File: config.mk
export PLATFORM = sky130hd
export DESIGN_NAME = stream_demux_deframer
export DESIGN_NICKNAME = d
export VERILOG_FILES = /design/src/rtl/stream_mux_pkg.sv /design/src/rtl/slot_tracker.sv /design/src/rtl/stream_demux_deframer.sv
export SDC_FILE = /design/constraint.sdc
export NUM_CORES = 1
export LEC_CHECK = 0
export CORE_AREA = 4 4 100 172
export DETAILED_ROUTE_END_ITERATION = 16
export DIE_AREA = 0 0 104 176
export PLACE_DENSITY = 0.67
export SLEW_MARGIN = 20
export SYNTH_ARGS = -nofsm -noshare
export SYNTH_HDL_FRONTEND = slang
export SYNTH_SLANG_ARGS = --single-unit
File: constraint.sdc
create_clock -name symbol_clk -period 4.3 [get_ports symbol_clk]
set_clock_uncertainty 0.2 [all_clocks]
set_input_delay 0.86 -clock symbol_clk [delete_from_list [all_inputs] [get_ports symbol_clk]]
set_output_delay 0.86 -clock symbol_clk [all_outputs]
set_load 0.03 [all_outputs]
File: src/rtl/stream_mux_pkg.sv
// Shared definitions for the symbol-stream mux/demux pair: FSM states, mode codes, sync word.
package stream_mux_pkg;

  typedef enum logic [1:0] {StIdle, StPass, StHunt, StLocked} state_e;

  localparam logic [2:0] MODE_IDLE = 3'd0;
  localparam logic [2:0] MODE_PASS = 3'd1;
  localparam logic [2:0] MODE_ALT2 = 3'd2;
  localparam logic [2:0] MODE_ROT3 = 3'd3;

  localparam logic [31:0] SYNC_WORD_DEFAULT = 32'hA5A5_5A5A;

  function automatic logic [1:0] nslots_for(input logic [2:0] mode);
    return (mode == MODE_ROT3) ? 2'd3 : 2'd2;
  endfunction

endpackage

File: src/rtl/slot_tracker.sv
// Tracks position inside a frame: symbol count within the slot, slot index and
// whether the next word must be a sync word.
module slot_tracker #(
  parameter int unsigned CNT_W = 16
) (
  input  logic             symbol_clk,
  input  logic             rst,
  input  logic             load,
  input  logic             advance,
  input  logic [CNT_W-1:0] switch_symbols,
  input  logic [1:0]       nslots,
  output logic [1:0]       slot,
  output logic             expect_sync
);
  import stream_mux_pkg::*;

  logic [CNT_W-1:0] slot_len_q, slot_len_d;
  logic [CNT_W-1:0] sym_cnt_q, sym_cnt_d;
  logic [1:0]       nslots_q, nslots_d;
  logic [1:0]       slot_q, slot_d;
  logic             expect_q, expect_d;

  always_comb begin
    slot_len_d = slot_len_q;
    sym_cnt_d  = sym_cnt_q;
    nslots_d   = nslots_q;
    slot_d     = slot_q;
    expect_d   = expect_q;
    if (load) begin
      // A zero slot length would make the counter compare wrap; treat it as one.
      slot_len_d = (switch_symbols == '0) ? CNT_W'(1) : switch_symbols;
      nslots_d   = nslots;
      sym_cnt_d  = '0;
      slot_d     = '0;
      expect_d   = 1'b0;
    end else if (advance) begin
      if (sym_cnt_q == slot_len_q - CNT_W'(1)) begin
        sym_cnt_d = '0;
        if (slot_q == nslots_q - 2'd1) begin
          slot_d   = '0;
          expect_d = 1'b1;
        end else begin
          slot_d = slot_q + 2'd1;
        end
      end else begin
        sym_cnt_d = sym_cnt_q + CNT_W'(1);
      end
    end
  end

  always_ff @(posedge symbol_clk) begin
    if (rst) begin
      slot_len_q <= CNT_W'(1);
      sym_cnt_q  <= '0;
      nslots_q   <= 2'd2;
      slot_q     <= '0;
      expect_q   <= 1'b0;
    end else begin
      slot_len_q <= slot_len_d;
      sym_cnt_q  <= sym_cnt_d;
      nslots_q   <= nslots_d;
      slot_q     <= slot_d;
      expect_q   <= expect_d;
    end
  end

  assign slot        = slot_q;
  assign expect_sync = expect_q;

endmodule

File: src/rtl/stream_demux_deframer.sv
// Splits the time-multiplexed symbol stream into three per-stream outputs, hunting for
// and tracking frame sync, and counting lock losses.
module stream_demux_deframer
  import stream_mux_pkg::*;
#(
  parameter logic [31:0] SYNC_WORD = SYNC_WORD_DEFAULT,
  parameter int unsigned CNT_W     = 16
) (
  input  logic             symbol_clk,
  input  logic             rst,
  input  logic [2:0]       mode,
  input  logic [CNT_W-1:0] switch_symbols,
  input  logic [31:0]      in_data,
  input  logic             in_valid,
  output logic [31:0]      ds1_data,
  output logic [31:0]      ds2_data,
  output logic [31:0]      ds3_data,
  output logic             ds1_valid,
  output logic             ds2_valid,
  output logic             ds3_valid,
  output logic             locked,
  output logic             sync_err,
  output logic [7:0]       err_count
);

  state_e      state_q, state_d;
  logic [2:0]  mode_q;
  logic [31:0] ds1_data_q, ds2_data_q, ds3_data_q;
  logic        ds1_valid_q, ds2_valid_q, ds3_valid_q;
  logic        sync_err_q, sync_err_d;
  logic [7:0]  err_count_q;

  logic        load, advance, expect_sync, is_sync;
  logic [1:0]  slot;
  logic [2:0]  route;

  assign is_sync = (in_data == SYNC_WORD);

  slot_tracker #(
    .CNT_W (CNT_W)
  ) u_slot_tracker (
    .symbol_clk     (symbol_clk),
    .rst            (rst),
    .load           (load),
    .advance        (advance),
    .switch_symbols (switch_symbols),
    .nslots         (nslots_for(mode)),
    .slot           (slot),
    .expect_sync    (expect_sync)
  );

  always_comb begin
    state_d    = state_q;
    load       = 1'b0;
    advance    = 1'b0;
    route      = 3'b000;
    sync_err_d = 1'b0;
    if (mode == MODE_IDLE || mode > MODE_ROT3) begin
      state_d = StIdle;
    end else if (mode == MODE_PASS) begin
      state_d = StPass;
      if (state_q == StPass && in_valid) route = 3'b001;
    end else if (state_q == StIdle || state_q == StPass || mode != mode_q) begin
      // Entering or re-entering framed operation: the word on this cycle is dropped.
      state_d = StHunt;
    end else if (in_valid) begin
      unique case (state_q)
        StHunt: begin
          if (is_sync) begin
            load    = 1'b1;
            state_d = StLocked;
          end
        end
        StLocked: begin
          if (expect_sync) begin
            if (is_sync) begin
              load = 1'b1;
            end else begin
              sync_err_d = 1'b1;
              state_d    = StHunt;
            end
          end else begin
            advance = 1'b1;
            unique case (slot)
              2'd0:    route = 3'b001;
              2'd1:    route = 3'b010;
              default: route = 3'b100;
            endcase
          end
        end
        default: ;
      endcase
    end
  end

  always_ff @(posedge symbol_clk) begin
    if (rst) begin
      state_q     <= StIdle;
      mode_q      <= MODE_IDLE;
      ds1_data_q  <= '0;
      ds2_data_q  <= '0;
      ds3_data_q  <= '0;
      ds1_valid_q <= 1'b0;
      ds2_valid_q <= 1'b0;
      ds3_valid_q <= 1'b0;
      sync_err_q  <= 1'b0;
      err_count_q <= '0;
    end else begin
      state_q     <= state_d;
      mode_q      <= mode;
      ds1_valid_q <= route[0];
      ds2_valid_q <= route[1];
      ds3_valid_q <= route[2];
      if (route[0]) ds1_data_q <= in_data;
      if (route[1]) ds2_data_q <= in_data;
      if (route[2]) ds3_data_q <= in_data;
      sync_err_q <= sync_err_d;
      if (sync_err_d && err_count_q != 8'hFF) err_count_q <= err_count_q + 8'd1;
    end
  end

  assign ds1_data  = ds1_data_q;
  assign ds2_data  = ds2_data_q;
  assign ds3_data  = ds3_data_q;
  assign ds1_valid = ds1_valid_q;
  assign ds2_valid = ds2_valid_q;
  assign ds3_valid = ds3_valid_q;
  assign locked    = (state_q == StPass) || (state_q == StLocked);
  assign sync_err  = sync_err_q;
  assign err_count = err_count_q;

endmodule
==> results.py <==
metrics = {
    "synth": {
        "synth-seq-cells": 149,
        "syn-cell-area_um2": 6220,
        "synth_cells": 722,
        "synth_cell_types": 47,
        "synthArstFlopShare_pct": 0,
        "synth_flop_cell": "dfxtp_1",
        "yosysSeqAreaShare_pct": 47.9,
        "synth_nets": 782,
        "ys_warn_count": 0,
        "synth-edff-count": 0,
        "avgSynthCellArea_um2": 8.62,
    },
    "setup_path": {
        "cp-start-kind": "input pin",
        "arrival_ns": 3.62,
        "cp.required_ns": 4.40,
        "endpoint": "u_slot_tracker.sym_cnt_q[12]$_SDFFE_PP0P_",
        "reg2reg_from": "u_slot_tracker.slot_len_q[0]$_SDFFE_PP1P_",
        "worstRegToRegCells": 10,
        "reg2reg_slack_ns": 1.28,
        "end_kind": "flip-flop",
        "cp_max_fo": 10,
        "critical_path_class": "in -> reg",
        "crit_start": "mode[1]",
        "r2r_end": "u_slot_tracker.sym_cnt_q[12]$_SDFFE_PP0P_",
    },
    "sta": {
        "rsz0062_at_grt": "no",
        "maxSlewViolCount": 0,
        "fin_crit_sh_pct": 81.9,
        "finalHoldViolations": 0,
        "worst_pin_slew_ns": 0.798,
        "setup_viol": 0,
        "setup_tns_ns": 0,
        "slew_headroom_pct": 46.8,
        "period_minus_slack_ns": 3.52,
        "maxClockFrequency_ghz": 0.284,
        "setup_ws_ns": 0.780,
    },
    "power_and_ir_drop": {
        "power.leakage_nw": 3.24,
        "p_total_mw": 2.92,
        "power_density_nw_per_um2": 342,
        "ir_worst_vdd_mv": 0.220,
    },
    "clock_network": {
        "holdBufCountCts": 0,
        "cts_setup_buffers": 0,
        "cts_htree_levels": 4,
        "clock_latency_ns": 0.42,
        "cts-root-buf": "clkbuf_16",
        "clockBufferDepth": 2,
        "clk_pin_slew_ns": 0.07,
        "clock_sinks": 149,
        "cts_tree": "built",
        "numCtsBuffers": 17,
        "ctsResizeCount": 0,
    },
    "cells_and_area": {
        "layout_common_cells": "clkdlybuf4s50_1 (161), nand2_1 (151), dfxtp_1 (149)",
        "n_antenna_cell": 0,
        "n_fill_cell": 1498,
        "final_common_cell": "clkdlybuf4s50_1",
        "area_delta_synth_final_pct": 37.5,
        "stdcell_area_um2": 8550,
        "drive_gt1_share_pct": 5.76,
        "fin_util_pct": 53.9,
        "nets": 933,
    },
    "hold_path": {
        "hold_path.class": "reg -> reg",
    },
    "drt": {
        "drt_pre_antenna_iters": 4,
        "drt_iter0_markers": 224,
        "num_vias": 5613,
        "avgViaCountPerCell": 5.22,
        "wire_per_inst_um": 17.1,
        "drc": 0,
        "wl_um": 18300,
        "postRouteAntennaNets": 0,
    },
    "placed_design": {
        "hpwlAfterDp_um": 13100,
        "gp_congestion": 0.828,
        "pre_cts_ws_ns": 0.350,
        "port_buffers": 162,
        "dpl_cell_area_um2": 7990,
    },
    "die": {
        "dieHeight_um": 176,
        "die_w_um": 104,
        "dieArea_um2": 18300,
        "row_count": 61,
        "io_pins": 163,
        "start_util_pct": 39.2,
        "core_area_um2": 15900,
    },
    "grt": {
        "antenna_found_initial": 0,
        "grt_use_total_pct": 19.9,
        "grt_pass1_vias": 5449,
        "grt_max_degree": 75,
        "overflow": 0,
        "grt_pass1_wl_um": 29200,
    },
    "flow_run": {
        "maxCapViolations": 0,
    },
    "outcome": {
        "outcome": "complete, no violations",
    },
}
[area by class of cell]
class | count | area (um^2) | share of cell area (%)
multi-input cells | 523 | 3030 | 35.4
flip-flops and latches | 149 | 2980 | 34.9
repair buffers | 174 | 1710 | 20.0
clock buffers | 18 | 429 | 5.02
well taps | 189 | 236 | 2.77
clock inverters | 14 | 133 | 1.55
inverters | 8 | 30.0 | 0.351
[per-stage QoR]
| step | instances | hold WS (ns) |
|---|---|---|
| after floorplan | 722 | 0.240 |
| after global placement | 1043 | 0.240 |
| after detailed placement | 1043 | 0.246 |
| after CTS | 1075 | 0.254 |
| after global routing | 1075 | 0.271 |
| final | 1075 | 0.253 |
[layer usage]
metal	vias up	global-route usage, %	wire length [um]
met1	2670	20.5	6730
met5	-	0	0
met4	0	6.05	276
met2	156	37.8	10100
met3	18	6.55	1280
li1	2769	-	-
[state kept, by name, summed over array words and instances, names as in the netlist, 2 cells and up]
signal and flops:
ds1_data 32, ds2_data 32, ds3_data 32, u_slot_tracker.slot_len_q 16, u_slot_tracker.sym_cnt_q 16, err_count 8, mode_q 3, state_q 2
u_slot_tracker.slot 2
[power breakdown]
| group | total [mW] | internal (mW) | switching, mW |
|---|---|---|---|
| sequential | 1.38 | 1.38 | 0.00127 |
| combinational | 0.115 | 0.0550 | 0.0596 |
| clock | 1.43 | 0.767 | 0.660 |
| total | 2.92 | 2.20 | 0.721 |
[worst min path at each step]
stage / startpoint / endpoint / slack [ns] / cells after the start
2_1_floorplan: u_slot_tracker.nslots_q[0]$_SDFFE_PP0P_ / u_slot_tracker.nslots_q[0]$_SDFFE_PP0P_ / 0.24 / 2
3_3_place_gp: ds3_data[19]$_SDFFE_PP0P_ / ds3_data[19]$_SDFFE_PP0P_ / 0.24 / 2
3_5_place_dp: ds3_data[25]$_SDFFE_PP0P_ / ds3_data[25]$_SDFFE_PP0P_ / 0.25 / 2
4_1_cts: ds3_data[30]$_SDFFE_PP0P_ / ds3_data[30]$_SDFFE_PP0P_ / 0.25 / 2
5_1_grt: ds2_data[15]$_SDFFE_PP0P_ / ds2_data[15]$_SDFFE_PP0P_ / 0.27 / 2
6_report: ds2_data[20]$_SDFFE_PP0P_ / ds2_data[20]$_SDFFE_PP0P_ / 0.25 / 2
[Yosys cell counts, drive strengths merged (3+ instances only)]
cell	number	area (um^2)
inv	8	30.0
nor3	10	50.1
o22ai	4	25.0
nor4bb	5	50.1
nor4	11	81.3
nand3	11	55.1
buf	5	43.8
nand4	18	113
nor2	68	255
ha	6	75.1
xnor2	20	175
o21ai	7	35.0
and2	3	18.8
a21oi	74	370
nand2	151	567
clkbuf	37	139
nor2b	10	62.6
nor4b	5	43.8
mux2i	35	350
dfxtp	149	2980
nand2b	7	43.8
nand3b	3	22.5
or3	5	31.3
a22o	11	96.3
xor2	22	193
and4b	3	30.0
and3	8	50.1
a31oi	3	18.8
[cell families after synthesis]
kind of cell	synth area share (%)
fa+ha+maj	1.21
simple gates	25.0
compound gates	10.5
buf+inv	3.42
mux	5.63
flops	47.9
xor+xnor	6.30
[critical path, stage by stage]
cell             delay (ns)
clkdlybuf4s50_1        0.66
nor4bb_1               0.39
nand4_1                0.28
a2111oi_2              0.39
nand4_1                0.16
nor4_2                 0.28
nand2b_1               0.31
buf_4                  0.23
nor2_1                 0.07
Note: power is estimated with default switching activity, not from simulation.
